<file path="src/rtl/addsub_bcd_fnd_scan.sv">
// addsub_bcd_fnd_scan: WIDTH-bit add/subtract with carry/borrow, sequential
// double-dabble conversion of the signed result to BCD, and a multiplexed
// common-anode 7-segment scan with the top position reserved for the sign.
// Optional feature macro: LEADING_ZERO_BLANK_EN (blank leading zero digits).
module addsub_bcd_fnd_scan #(
    parameter int unsigned WIDTH    = 8,
    parameter int unsigned DIGITS   = 4,
    parameter int unsigned SCAN_DIV = 100000
) (
    input  logic              i_clk,
    input  logic              i_rst_n,
    input  logic              i_start,
    input  logic              i_mode,
    input  logic [WIDTH-1:0]  i_a,
    input  logic [WIDTH-1:0]  i_b,
    output logic              o_busy,
    output logic              o_done,
    output logic              o_c,
    output logic [DIGITS-1:0] o_digit,
    output logic [7:0]        o_font
);

    localparam int unsigned NW = 4 * (DIGITS - 1);
    localparam int unsigned CW = (SCAN_DIV > 1) ? $clog2(SCAN_DIV) : 1;
    localparam int unsigned IW = (DIGITS > 1) ? $clog2(DIGITS) : 1;
    localparam int unsigned KW = $clog2(WIDTH + 1);

    typedef enum logic [1:0] {StIdle, StCalc, StConv, StDone} state_e;

    state_e state_q, state_d;

    logic [WIDTH-1:0] a_q, a_d, b_q, b_d;
    logic             mode_q, mode_d;
    logic [WIDTH:0]   bin_q, bin_d;
    logic [NW-1:0]    bcd_q, bcd_d;
    logic             neg_q, neg_d;
    logic             cc_q, cc_d;
    logic [KW-1:0]    cnt_q, cnt_d;
    logic [NW-1:0]    disp_q, disp_d;
    logic             disp_neg_q, disp_neg_d;
    logic             c_q, c_d;
    logic [CW-1:0]    scan_q, scan_d;
    logic [IW-1:0]    idx_q, idx_d;
    logic [7:0]       font_q, font_d;

    logic [WIDTH:0]   sum;
    logic [NW-1:0]    adj;
    logic [3:0]       nib;
    logic             blank;

    function automatic logic [7:0] seg7(input logic [3:0] n);
        case (n)
            4'd0:    seg7 = 8'hC0;
            4'd1:    seg7 = 8'hF9;
            4'd2:    seg7 = 8'hA4;
            4'd3:    seg7 = 8'hB0;
            4'd4:    seg7 = 8'h99;
            4'd5:    seg7 = 8'h92;
            4'd6:    seg7 = 8'h82;
            4'd7:    seg7 = 8'hF8;
            4'd8:    seg7 = 8'h80;
            4'd9:    seg7 = 8'h90;
            default: seg7 = 8'hFF;
        endcase
    endfunction

    // FSM state register
    always_ff @(posedge i_clk or negedge i_rst_n) begin
        if (!i_rst_n) state_q <= StIdle;
        else          state_q <= state_d;
    end

    // FSM next-state logic; i_start only matters in idle
    always_comb begin
        state_d = state_q;
        unique case (state_q)
            StIdle: if (i_start) state_d = StCalc;
            StCalc: state_d = StConv;
            StConv: if (cnt_q == KW'(WIDTH)) state_d = StDone;
            StDone: state_d = StIdle;
            default: state_d = StIdle;
        endcase
    end

    // FSM outputs
    always_comb begin
        o_busy = (state_q != StIdle);
        o_done = (state_q == StDone);
    end

    // Datapath: operand latch, add/sub, one double-dabble shift per CONV cycle
    always_comb begin
        a_d        = a_q;
        b_d        = b_q;
        mode_d     = mode_q;
        bin_d      = bin_q;
        bcd_d      = bcd_q;
        neg_d      = neg_q;
        cc_d       = cc_q;
        cnt_d      = cnt_q;
        disp_d     = disp_q;
        disp_neg_d = disp_neg_q;
        c_d        = c_q;
        sum        = '0;
        adj        = bcd_q;
        unique case (state_q)
            StIdle: begin
                if (i_start) begin
                    a_d    = i_a;
                    b_d    = i_b;
                    mode_d = i_mode;
                end
            end
            StCalc: begin
                if (!mode_q) begin
                    sum   = {1'b0, a_q} + {1'b0, b_q};
                    bin_d = sum;
                    neg_d = 1'b0;
                    cc_d  = sum[WIDTH];
                end else if (a_q >= b_q) begin
                    bin_d = {1'b0, a_q - b_q};
                    neg_d = 1'b0;
                    cc_d  = 1'b0;
                end else begin
                    bin_d = {1'b0, b_q - a_q};
                    neg_d = 1'b1;
                    cc_d  = 1'b1;
                end
                bcd_d = '0;
                cnt_d = '0;
            end
            StConv: begin
                for (int k = 0; k < int'(DIGITS - 1); k++) begin
                    if (adj[4*k +: 4] >= 4'd5) adj[4*k +: 4] = adj[4*k +: 4] + 4'd3;
                end
                // Digits shifted out above the BCD register are dropped
                bcd_d = {adj[NW-2:0], bin_q[WIDTH]};
                bin_d = {bin_q[WIDTH-1:0], 1'b0};
                cnt_d = cnt_q + KW'(1);
                // Display and carry change on the edge that enters DONE
                if (cnt_q == KW'(WIDTH)) begin
                    disp_d     = {adj[NW-2:0], bin_q[WIDTH]};
                    disp_neg_d = neg_q;
                    c_d        = cc_q;
                end
            end
            StDone: ;
            default: ;
        endcase
    end

    // Scan counter, digit index and font; font uses next-state display so a
    // new result shows up on the same edge that raises o_done
    always_comb begin
        scan_d = scan_q + CW'(1);
        idx_d  = idx_q;
        if (scan_q == CW'(SCAN_DIV - 1)) begin
            scan_d = '0;
            idx_d  = (idx_q == IW'(DIGITS - 1)) ? '0 : idx_q + IW'(1);
        end
        nib = 4'd0;
        for (int k = 0; k < int'(DIGITS - 1); k++) begin
            if (idx_d == IW'(k)) nib = disp_d[4*k +: 4];
        end
`ifdef LEADING_ZERO_BLANK_EN
        // Blank if this and every higher magnitude nibble is zero; digit 0 never blanks
        blank = (idx_d != '0);
        for (int k = 0; k < int'(DIGITS - 1); k++) begin
            if (k >= int'(idx_d) && disp_d[4*k +: 4] != 4'd0) blank = 1'b0;
        end
`else
        blank = 1'b0;
`endif
        if (idx_d == IW'(DIGITS - 1)) font_d = disp_neg_d ? 8'hBF : 8'hFF;
        else if (blank)               font_d = 8'hFF;
        else                          font_d = seg7(nib);
    end

    // All datapath and scan registers
    always_ff @(posedge i_clk or negedge i_rst_n) begin
        if (!i_rst_n) begin
            a_q        <= '0;
            b_q        <= '0;
            mode_q     <= 1'b0;
            bin_q      <= '0;
            bcd_q      <= '0;
            neg_q      <= 1'b0;
            cc_q       <= 1'b0;
            cnt_q      <= '0;
            disp_q     <= '0;
            disp_neg_q <= 1'b0;
            c_q        <= 1'b0;
            scan_q     <= '0;
            idx_q      <= '0;
            font_q     <= 8'hC0;
        end else begin
            a_q        <= a_d;
            b_q        <= b_d;
            mode_q     <= mode_d;
            bin_q      <= bin_d;
            bcd_q      <= bcd_d;
            neg_q      <= neg_d;
            cc_q       <= cc_d;
            cnt_q      <= cnt_d;
            disp_q     <= disp_d;
            disp_neg_q <= disp_neg_d;
            c_q        <= c_d;
            scan_q     <= scan_d;
            idx_q      <= idx_d;
            font_q     <= font_d;
        end
    end

    assign o_c     = c_q;
    assign o_digit = ~(DIGITS'(1) << idx_q);
    assign o_font  = font_q;

endmodule

</file>
<file path="config.mk">
export PLATFORM = sky130hd
export DESIGN_NAME = addsub_bcd_fnd_scan
export DESIGN_NICKNAME = d
export VERILOG_FILES = /design/src/rtl/addsub_bcd_fnd_scan.sv
export SDC_FILE = /design/constraint.sdc
export NUM_CORES = 1
export LEC_CHECK = 0
export CAP_MARGIN = 20
export CORE_MARGIN = 2
export CORE_UTILIZATION = 55
export CTS_CLUSTER_DIAMETER = 40
export CTS_CLUSTER_SIZE = 16
export DETAILED_ROUTE_END_ITERATION = 10
export GPL_TIMING_DRIVEN = 0
export PLACE_DENSITY = 0.76
export SYNTH_ARGS = -nofsm -noshare
export SYNTH_HDL_FRONTEND = slang
export SYNTH_SLANG_ARGS = --single-unit
</file>
<file path="constraint.sdc">
create_clock -name i_clk -period 5.41 [get_ports i_clk]
set_clock_uncertainty 0.2 [all_clocks]
set_input_delay 1.082 -clock i_clk [delete_from_list [all_inputs] [get_ports i_clk]]
set_output_delay 1.082 -clock i_clk [all_outputs]
set_load 0.1 [all_outputs]
</file>
==> results of run 1 <==
==> cell usage after synthesis, types with 11 or more instances <==
| master | instances |
|---|---|
| sky130_fd_sc_hd__clkbuf_1 | 14 |
| sky130_fd_sc_hd__nand2_1 | 42 |
| sky130_fd_sc_hd__dfrtp_1 | 85 |
| sky130_fd_sc_hd__o21ai_0 | 30 |
| sky130_fd_sc_hd__mux2_2 | 22 |
| sky130_fd_sc_hd__nand3_1 | 15 |
| sky130_fd_sc_hd__xor2_1 | 11 |
| sky130_fd_sc_hd__ha_1 | 46 |
| sky130_fd_sc_hd__nor2_1 | 29 |
| sky130_fd_sc_hd__a21oi_1 | 25 |
| sky130_fd_sc_hd__inv_1 | 62 |
| sky130_fd_sc_hd__o22ai_1 | 12 |
| sky130_fd_sc_hd__xnor2_1 | 12 |
==> through the flow <==
stage / instance area (sq um) / setup slack, ns
floorplan: 5220 / 2.231
global placement: 5712 / 0.02218
detailed placement: 5737 / 1.618
CTS: 5944 / 1.579
global route: 5944 / 1.153
finish: 5944 / 1.604
==> worst register-to-register path, stage by stage (launching register included) <==
cell,delay [ns]
sky130_fd_sc_hd__dfrtp_1,0.42
sky130_fd_sc_hd__inv_1,0.13
sky130_fd_sc_hd__ha_1,0.18
sky130_fd_sc_hd__clkbuf_1,0.39
sky130_fd_sc_hd__nand4b_1,0.35
sky130_fd_sc_hd__clkbuf_1,0.31
sky130_fd_sc_hd__clkbuf_1,0.26
sky130_fd_sc_hd__nand2_1,0.11
sky130_fd_sc_hd__o21ai_0,0.10
sky130_fd_sc_hd__mux2i_1,0.18
sky130_fd_sc_hd__a2bb2oi_1,0.41
sky130_fd_sc_hd__inv_1,0.13
sky130_fd_sc_hd__ha_1,0.22
sky130_fd_sc_hd__nor3b_2,0.24
sky130_fd_sc_hd__a21oi_1,0.06
==> power by group <==
group / switching (W) / total, W / internal (W)
Combinational: 0.000964 / 0.00160 / 0.000634
Clock: 0.000233 / 0.000463 / 0.000229
Sequential: 0.000101 / 0.000879 / 0.000777
==> worst paths after layout <==
path / from / endpoint / slack [ns] / depth (start not counted)
setup / recovery: state_q[0] / o_font[5] / 1.60 / 14
hold / removal: o_c / o_c / 0.28 / 2
setup reg to reg: state_q[0] / o_font[5] / 1.60 / 14
hold reg to reg: o_c / o_c / 0.28 / 2
max in group asynchronous: i_rst_n / o_font[6] / 3.97 / 2
min in group asynchronous: i_rst_n / scan_q[13] / 0.39 / 1
==> cells by family (layout without fill, tap and decap cells) <==
family | after synthesis | count (layout) | share of synthesized area
AND/OR/NAND/NOR | 129 | 129 | 0.1294
AO/OA/AOI/OAI | 128 | 128 | 0.1666
flip-flops | 86 | 86 | 0.4125
buffers and inverters | 81 | 131 | 0.05897
adder cells (fa/ha/maj) | 49 | 49 | 0.1218
multiplexers | 34 | 34 | 0.07143
XOR/XNOR | 23 | 23 | 0.03859
other | 1 | 1 | 0.0007184
==> registers in the layout, indices dropped and copies added (netlist names) <==
register	cells
neg_q	1
o_font	7
a_q	8
scan_q	17
state_q	2
cc_q	1
o_c	1
disp_neg_q	1
b_q	8
disp_q	12
cnt_q	4
mode_q	1
idx_q	2
bcd_q	12
bin_q	9
==> cell type report <==
type                    instances  area [sq um]  share of cell area
clock inverters                 6         70.07             0.01179
well taps                     129         161.4             0.02715
flip-flops and latches         86          2153              0.3622
multi-input cells             364          2759              0.4641
clock buffers                  10         137.6             0.02315
repair buffers                 34         355.3             0.05978
inverters                      64         240.2             0.04041
plain buffers                  17         67.56             0.01137
==> metal layers <==
metal  wire length [um]  track usage
met1               4354       0.2406
met3                248      0.03520
met4                162      0.07069
met2               5283       0.3897
met5                  0            0
==> cells in the final DEF (no fill, tap or decap), types with 14 or more instances in the layout <==
cell and instances:
sky130_fd_sc_hd__dfrtp_1 85, sky130_fd_sc_hd__inv_1 62, sky130_fd_sc_hd__ha_1 46, sky130_fd_sc_hd__nand2_1 42, sky130_fd_sc_hd__clkdlybuf4s50_1 32, sky130_fd_sc_hd__o21ai_0 30
sky130_fd_sc_hd__nor2_1 29, sky130_fd_sc_hd__a21oi_1 25, sky130_fd_sc_hd__mux2_2 22, sky130_fd_sc_hd__nand3_1 15, sky130_fd_sc_hd__clkbuf_1 14
==> flow_metrics.py, run 1 <==
metrics = {
    "synth": {
        "ys_seq_area_frac": 0.4125,
        "top_post_synthesis_cells_by_area": "sky130_fd_sc_hd__dfrtp_1, sky130_fd_sc_hd__ha_1, sky130_fd_sc_hd__mux2_2",
        "synth-edff-count": 0,
        "synthesis.area_per_instance_sq_um": 9.831,
        "yosys.area.top_type_share": 0.4075,
        "yosys_warnings": 0,
        "synth_top_flop_cell": "sky130_fd_sc_hd__dfrtp_1",
        "synthDistinctLibCells": 67,
        "postSynthCellCount": 531,
        "synth.net_count": 600,
        "share_of_synthesized_flip_flops_with_an_asynchronous_set_or_reset": 1.000,
        "cell_taking_the_most_area_after_synthesis": "sky130_fd_sc_hd__dfrtp_1",
        "mappedNetlistArea_sq_um": 5220,
        "ys_seq_elements": 86,
    },
    "setup_path": {
        "path_max_fanout": 10,
        "critical_path_buf_inv_count": 5,
        "largest_incremental_delay_on_the_critical_path_ns": 0.42,
        "path_common_cell": "sky130_fd_sc_hd__clkbuf_1",
        "crit_path_end_kind": "flip-flop",
        "crit_family": "buffers and inverters",
        "critical_path_s_slowest_cell": "sky130_fd_sc_hd__dfrtp_1",
        "arrival_ns": 3.83,
        "worstPathRequired_ns": 5.43,
        "classification_of_the_worst_setup_path": "flip-flop to flip-flop",
        "timing.critical_path.cells": "inv_1 -> ha_1 -> clkbuf_1 -> nand4b_1 -> clkbuf_1 -> clkbuf_1 -> nand2_1 -> o21ai_0 -> mux2i_1 -> a2bb2oi_1 -> inv_1 -> ha_1 -> nor3b_2 -> a21oi_1",
        "critical_path.startpoint_type": "flip-flop",
    },
    "grt": {
        "antenna_violations_before_repair": 0,
        "globalRoute.totalOverflow": 0,
        "groute.usage.overall": 0.2086,
        "grt_max_degree": 69,
        "grt_pass1_wl_um": 17440,
        "vias_in_the_first_global_route": 3972,
    },
    "route": {
        "drtAntennaViolNets": 0,
        "route.detailed.vias_per_inst": 5.486,
        "drt_wl_total_um": 10050,
        "wire_per_inst_um": 14.15,
        "drt_first_iter_violations": 140,
        "num_vias": 3895,
        "drc": 0,
        "detailedRoute.firstPassIterationCount": 4,
    },
    "cells_and_area": {
        "layout.cells.non_filler": 710,
        "final_core_utilization": 0.6433,
        "post_route_cells_drive_above_1_share": 0.09639,
        "antenna-diode-count": 0,
        "flow.area_growth_from_synthesis_pct": 13.88,
        "fillCellCount": 754,
        "num-nets-final": 645,
    },
    "sta": {
        "final_hold_viol_count": 0,
        "setup_viol": 0,
        "rsz0062_at_grt": "no",
        "tightest_slew_ns": 0.9732,
        "final_min_period_over_clock_period": 0.7035,
        "totalNegativeSetupSlack_ns": 0,
        "fin_crit_ns": 3.806,
        "slew-limit-headroom": 0.3492,
        "slew_violations": 0,
        "fmax_mhz": 262.8,
        "fin_hold_ws_ns": 0.2818,
    },
    "cts": {
        "hold_buffers": 0,
        "post_cts.repair.setup_buffers": 0,
        "htreeDepth": 3,
        "path_clk_slew_ns": 0.09,
        "clock_path_buffers": 2,
        "clk-insertion-delay-late_ns": 0.35,
        "cts_tree": "done",
        "cts-buffers-inserted": 9,
        "clkSinkCount": 86,
        "cts-resized-gates": 0,
        "cts-root-buf": "sky130_fd_sc_hd__clkbuf_8",
    },
    "pwr": {
        "power_per_cell_area_nw_per_um2": 494.5,
        "total_power_w": 0.002939,
        "power.ir.vdd_worst_uv": 370.5,
        "power_leakage_nw": 2.736,
    },
    "placement": {
        "placement.io_buffers": 33,
        "routability_congestion_estimate_from_global_placement": 0.8060,
        "placedCellCount": 694,
        "dp_hpwl_um": 7556,
    },
    "die": {
        "design.portCount": 35,
        "die_width_um": 101.4,
        "floorplan.core_area_sq_um": 9240,
        "floorplan.initialDensity": 0.5649,
        "placementRows": 35,
        "design.die.area_sq_um": 10290,
        "chipHeight_um": 101.4,
    },
    "run": {
        "maxCapViolations": 0,
    },
    "run_status": {
        "run_status": "completed",
    },
    "min_path": {
        "hold_class": "flip-flop to flip-flop",
    },
}
(Power assumes the default switching activity.)
==> inputs of run 2 (changes only) <==
- CORE_UTILIZATION: 55 -> 54
- PLACE_DENSITY: 0.76 -> 0.78
- clock period: 5.41 -> 3.3 ns (I/O delays scaled with it)
==> run 2 against run 1 <==
Net effect:
- first-iteration DRC count increased by 52%
- die area increased by 1.8%
- non-clock buffer count increased by 20
- routed wire length increased by 8.5%
- core utilization increased by 1.9 points
- worst setup slack got worse by 1.5 ns
- cell area increased by 3.9%
- fmax increased by 20%
- critical endpoint is now o_font[0]
- largest cell class unchanged
- largest power group unchanged
==> flow_metrics.py, run 2 (same netlist as run 1, synthesis figures left out) <==
metrics = {
    "setup_path": {
        "ff2ff_setup_slack_ns": 0.13,
        "timing.critical_path.cells": "inv_1 -> ha_1 -> clkbuf_4 -> nand4b_1 -> buf_2 -> buf_2 -> nand2_1 -> o21ai_0 -> mux2i_4 -> a2bb2oi_4 -> inv_1 -> ha_1 -> mux2i_1 -> a22oi_1",
        "crit_path_end_kind": "flip-flop",
        "critical_path_buf_inv_count": 5,
        "worst_r2r_endpoint": "o_font[0]",
        "reg2reg_depth": 14,
        "critical_path.startpoint_type": "flip-flop",
        "path_max_fanout": 10,
        "timing.rr.start": "state_q[0]",
        "crit_family": "buffers and inverters",
        "largest_incremental_delay_on_the_critical_path_ns": 0.42,
        "critical_path_s_slowest_cell": "sky130_fd_sc_hd__dfrtp_1",
        "classification_of_the_worst_setup_path": "flip-flop to flip-flop",
        "arrival_ns": 3.21,
        "worstPathRequired_ns": 3.34,
    },
    "route": {
        "drt_first_iter_violations": 213,
        "detailedRoute.firstPassIterationCount": 4,
        "route.detailed.vias_per_inst": 5.556,
        "wire_per_inst_um": 14.93,
        "drtAntennaViolNets": 0,
        "num_vias": 4056,
        "drt_wl_total_um": 10900,
        "drc": 0,
    },
    "cells_and_area": {
        "post_route_cells_drive_above_1_share": 0.1364,
        "antenna-diode-count": 0,
        "layout.cells.most_common_list": "sky130_fd_sc_hd__dfrtp_1, sky130_fd_sc_hd__inv_1, sky130_fd_sc_hd__ha_1",
        "layout_commonest_cell": "sky130_fd_sc_hd__dfrtp_1",
        "fillCellCount": 763,
        "flow.area_growth_from_synthesis_pct": 18.34,
        "number_of_flip_flops_under_the_largest_register_name": 17,
        "num-nets-final": 665,
        "regMostFlops": "scan_q",
        "layout_top_registers": "scan_q x17, bcd_q x12, disp_q x12",
    },
    "sta": {
        "post-route-worst-setup-slack_ns": 0.1296,
        "tightest_slew_ns": 0.9668,
        "final_hold_viol_count": 0,
        "slew-limit-headroom": 0.3535,
        "setup_viol": 0,
        "final_min_period_over_clock_period": 0.9607,
        "slew_violations": 0,
        "fin_crit_ns": 3.170,
        "fmax_mhz": 315.4,
        "totalNegativeSetupSlack_ns": 0,
    },
    "grt": {
        "grt_max_degree": 70,
        "grt_pass1_wl_um": 18030,
        "antenna_violations_before_repair": 0,
        "globalRoute.totalOverflow": 0,
        "vias_in_the_first_global_route": 4007,
        "groute.usage.overall": 0.2189,
    },
    "die": {
        "floorplan.core_area_sq_um": 9328,
        "design.portCount": 35,
        "design.die.area_sq_um": 10470,
        "chipHeight_um": 102.3,
        "floorplan.initialDensity": 0.5596,
        "placementRows": 35,
        "die_width_um": 102.3,
    },
    "cts": {
        "path_clk_slew_ns": 0.09,
        "clkSinkCount": 86,
        "clock_path_buffers": 2,
        "cts-buffers-inserted": 9,
        "cts_tree": "done",
        "clk-insertion-delay-late_ns": 0.37,
        "cts-root-buf": "sky130_fd_sc_hd__clkbuf_8",
        "htreeDepth": 3,
    },
    "pwr": {
        "power.ir.vdd_worst_uv": 588.0,
        "power_leakage_nw": 2.829,
        "power_per_cell_area_nw_per_um2": 800.9,
        "total_power_w": 0.004947,
    },
    "placement": {
        "placement.io_buffers": 33,
        "routability_congestion_estimate_from_global_placement": 0.8352,
        "pre_cts_ws_ns": -0.5788,
        "dp_hpwl_um": 7823,
    },
    "min_path": {
        "hp-start": "o_c",
        "worst_hold_path.endpoint": "o_c",
        "min_path_cells": 2,
        "hold_class": "flip-flop to flip-flop",
    },
    "run": {
        "maxCapViolations": 0,
    },
    "run_status": {
        "run_status": "completed",
    },
}
==> run 2: repair_timing <==
action / in CTS / in global routing
endpoints found under the hold margin: 17 / 0
pin swaps: 3 / 5
resized for setup: 9 / 9
hold buffers: 1 / 0
buffers inserted: 10 / 9
setup endpoints to repair: 8 / 8
==> run 2: layer usage <==
layer	vias up	share of wire	global-route usage	wire, um
li1	1979	-	-	-
met1	1991	0.41	0.2474	4417
met2	68	0.55	0.4160	6009
met3	18	0.027	0.03762	297
met4	0	0.016	0.07179	175
met5	-	0	0	0
==> run 2: power by group <==
part | internal [W] | switching [W]
Sequential | 0.00127 | 0.000169
Combinational | 0.00108 | 0.00161
Clock | 0.000428 | 0.000388
Total | 0.00278 | 0.00217
==> run 2: worst max-delay path by stage <==
| stage | cells after the start | endpoint | slack, ns | from |
|---|---|---|---|---|
| 5_1_grt | 12 | o_font[5] | -0.02 | scan_q[0] |
| 3_3_place_gp | 1 | b_q[6] | -1.66 | i_rst_n |
| 4_1_cts | 11 | o_font[5] | 0.02 | scan_q[0] |
| 2_1_floorplan | 9 | o_font[4] | 0.12 | scan_q[11] |
| 6_report | 14 | o_font[0] | 0.13 | state_q[0] |
| 3_5_place_dp | 14 | o_font[5] | -0.58 | state_q[0] |
==> run 2: layout make-up <==
class	instances	area, sq um	share of cell area
multi-input combinational	364	2818	0.4561
sequential	86	2153	0.3486
timing repair buffer	54	515.5	0.08345
tap	129	161.4	0.02613
clock inverter	5	83.83	0.01357
buffer	17	73.82	0.01195
inverter	64	240.2	0.03889
clock buffer	11	131.4	0.02127
==> run 2: metrics by stage <==
step | utilization | instance area (sq um) | hold slack (ns) | instances
2_1_floorplan | - | 5220 | 0.1644 | 531
3_3_place_gp | 0.6123 | 5712 | 0.2597 | 693
3_5_place_dp | 0.6150 | 5737 | 0.2668 | 694
4_1_cts | 0.6508 | 6071 | 0.2867 | 721
5_1_grt | 0.6622 | 6177 | 0.3152 | 730
6_report | 0.6622 | 6177 | 0.2873 | 730
==> run 2: tightest hold or removal path, stage by stage, from the launching register on <==
cell and delay (ns):
sky130_fd_sc_hd__dfrtp_1 0.35, sky130_fd_sc_hd__nand2_1 0.05, sky130_fd_sc_hd__nand2_1 0.05
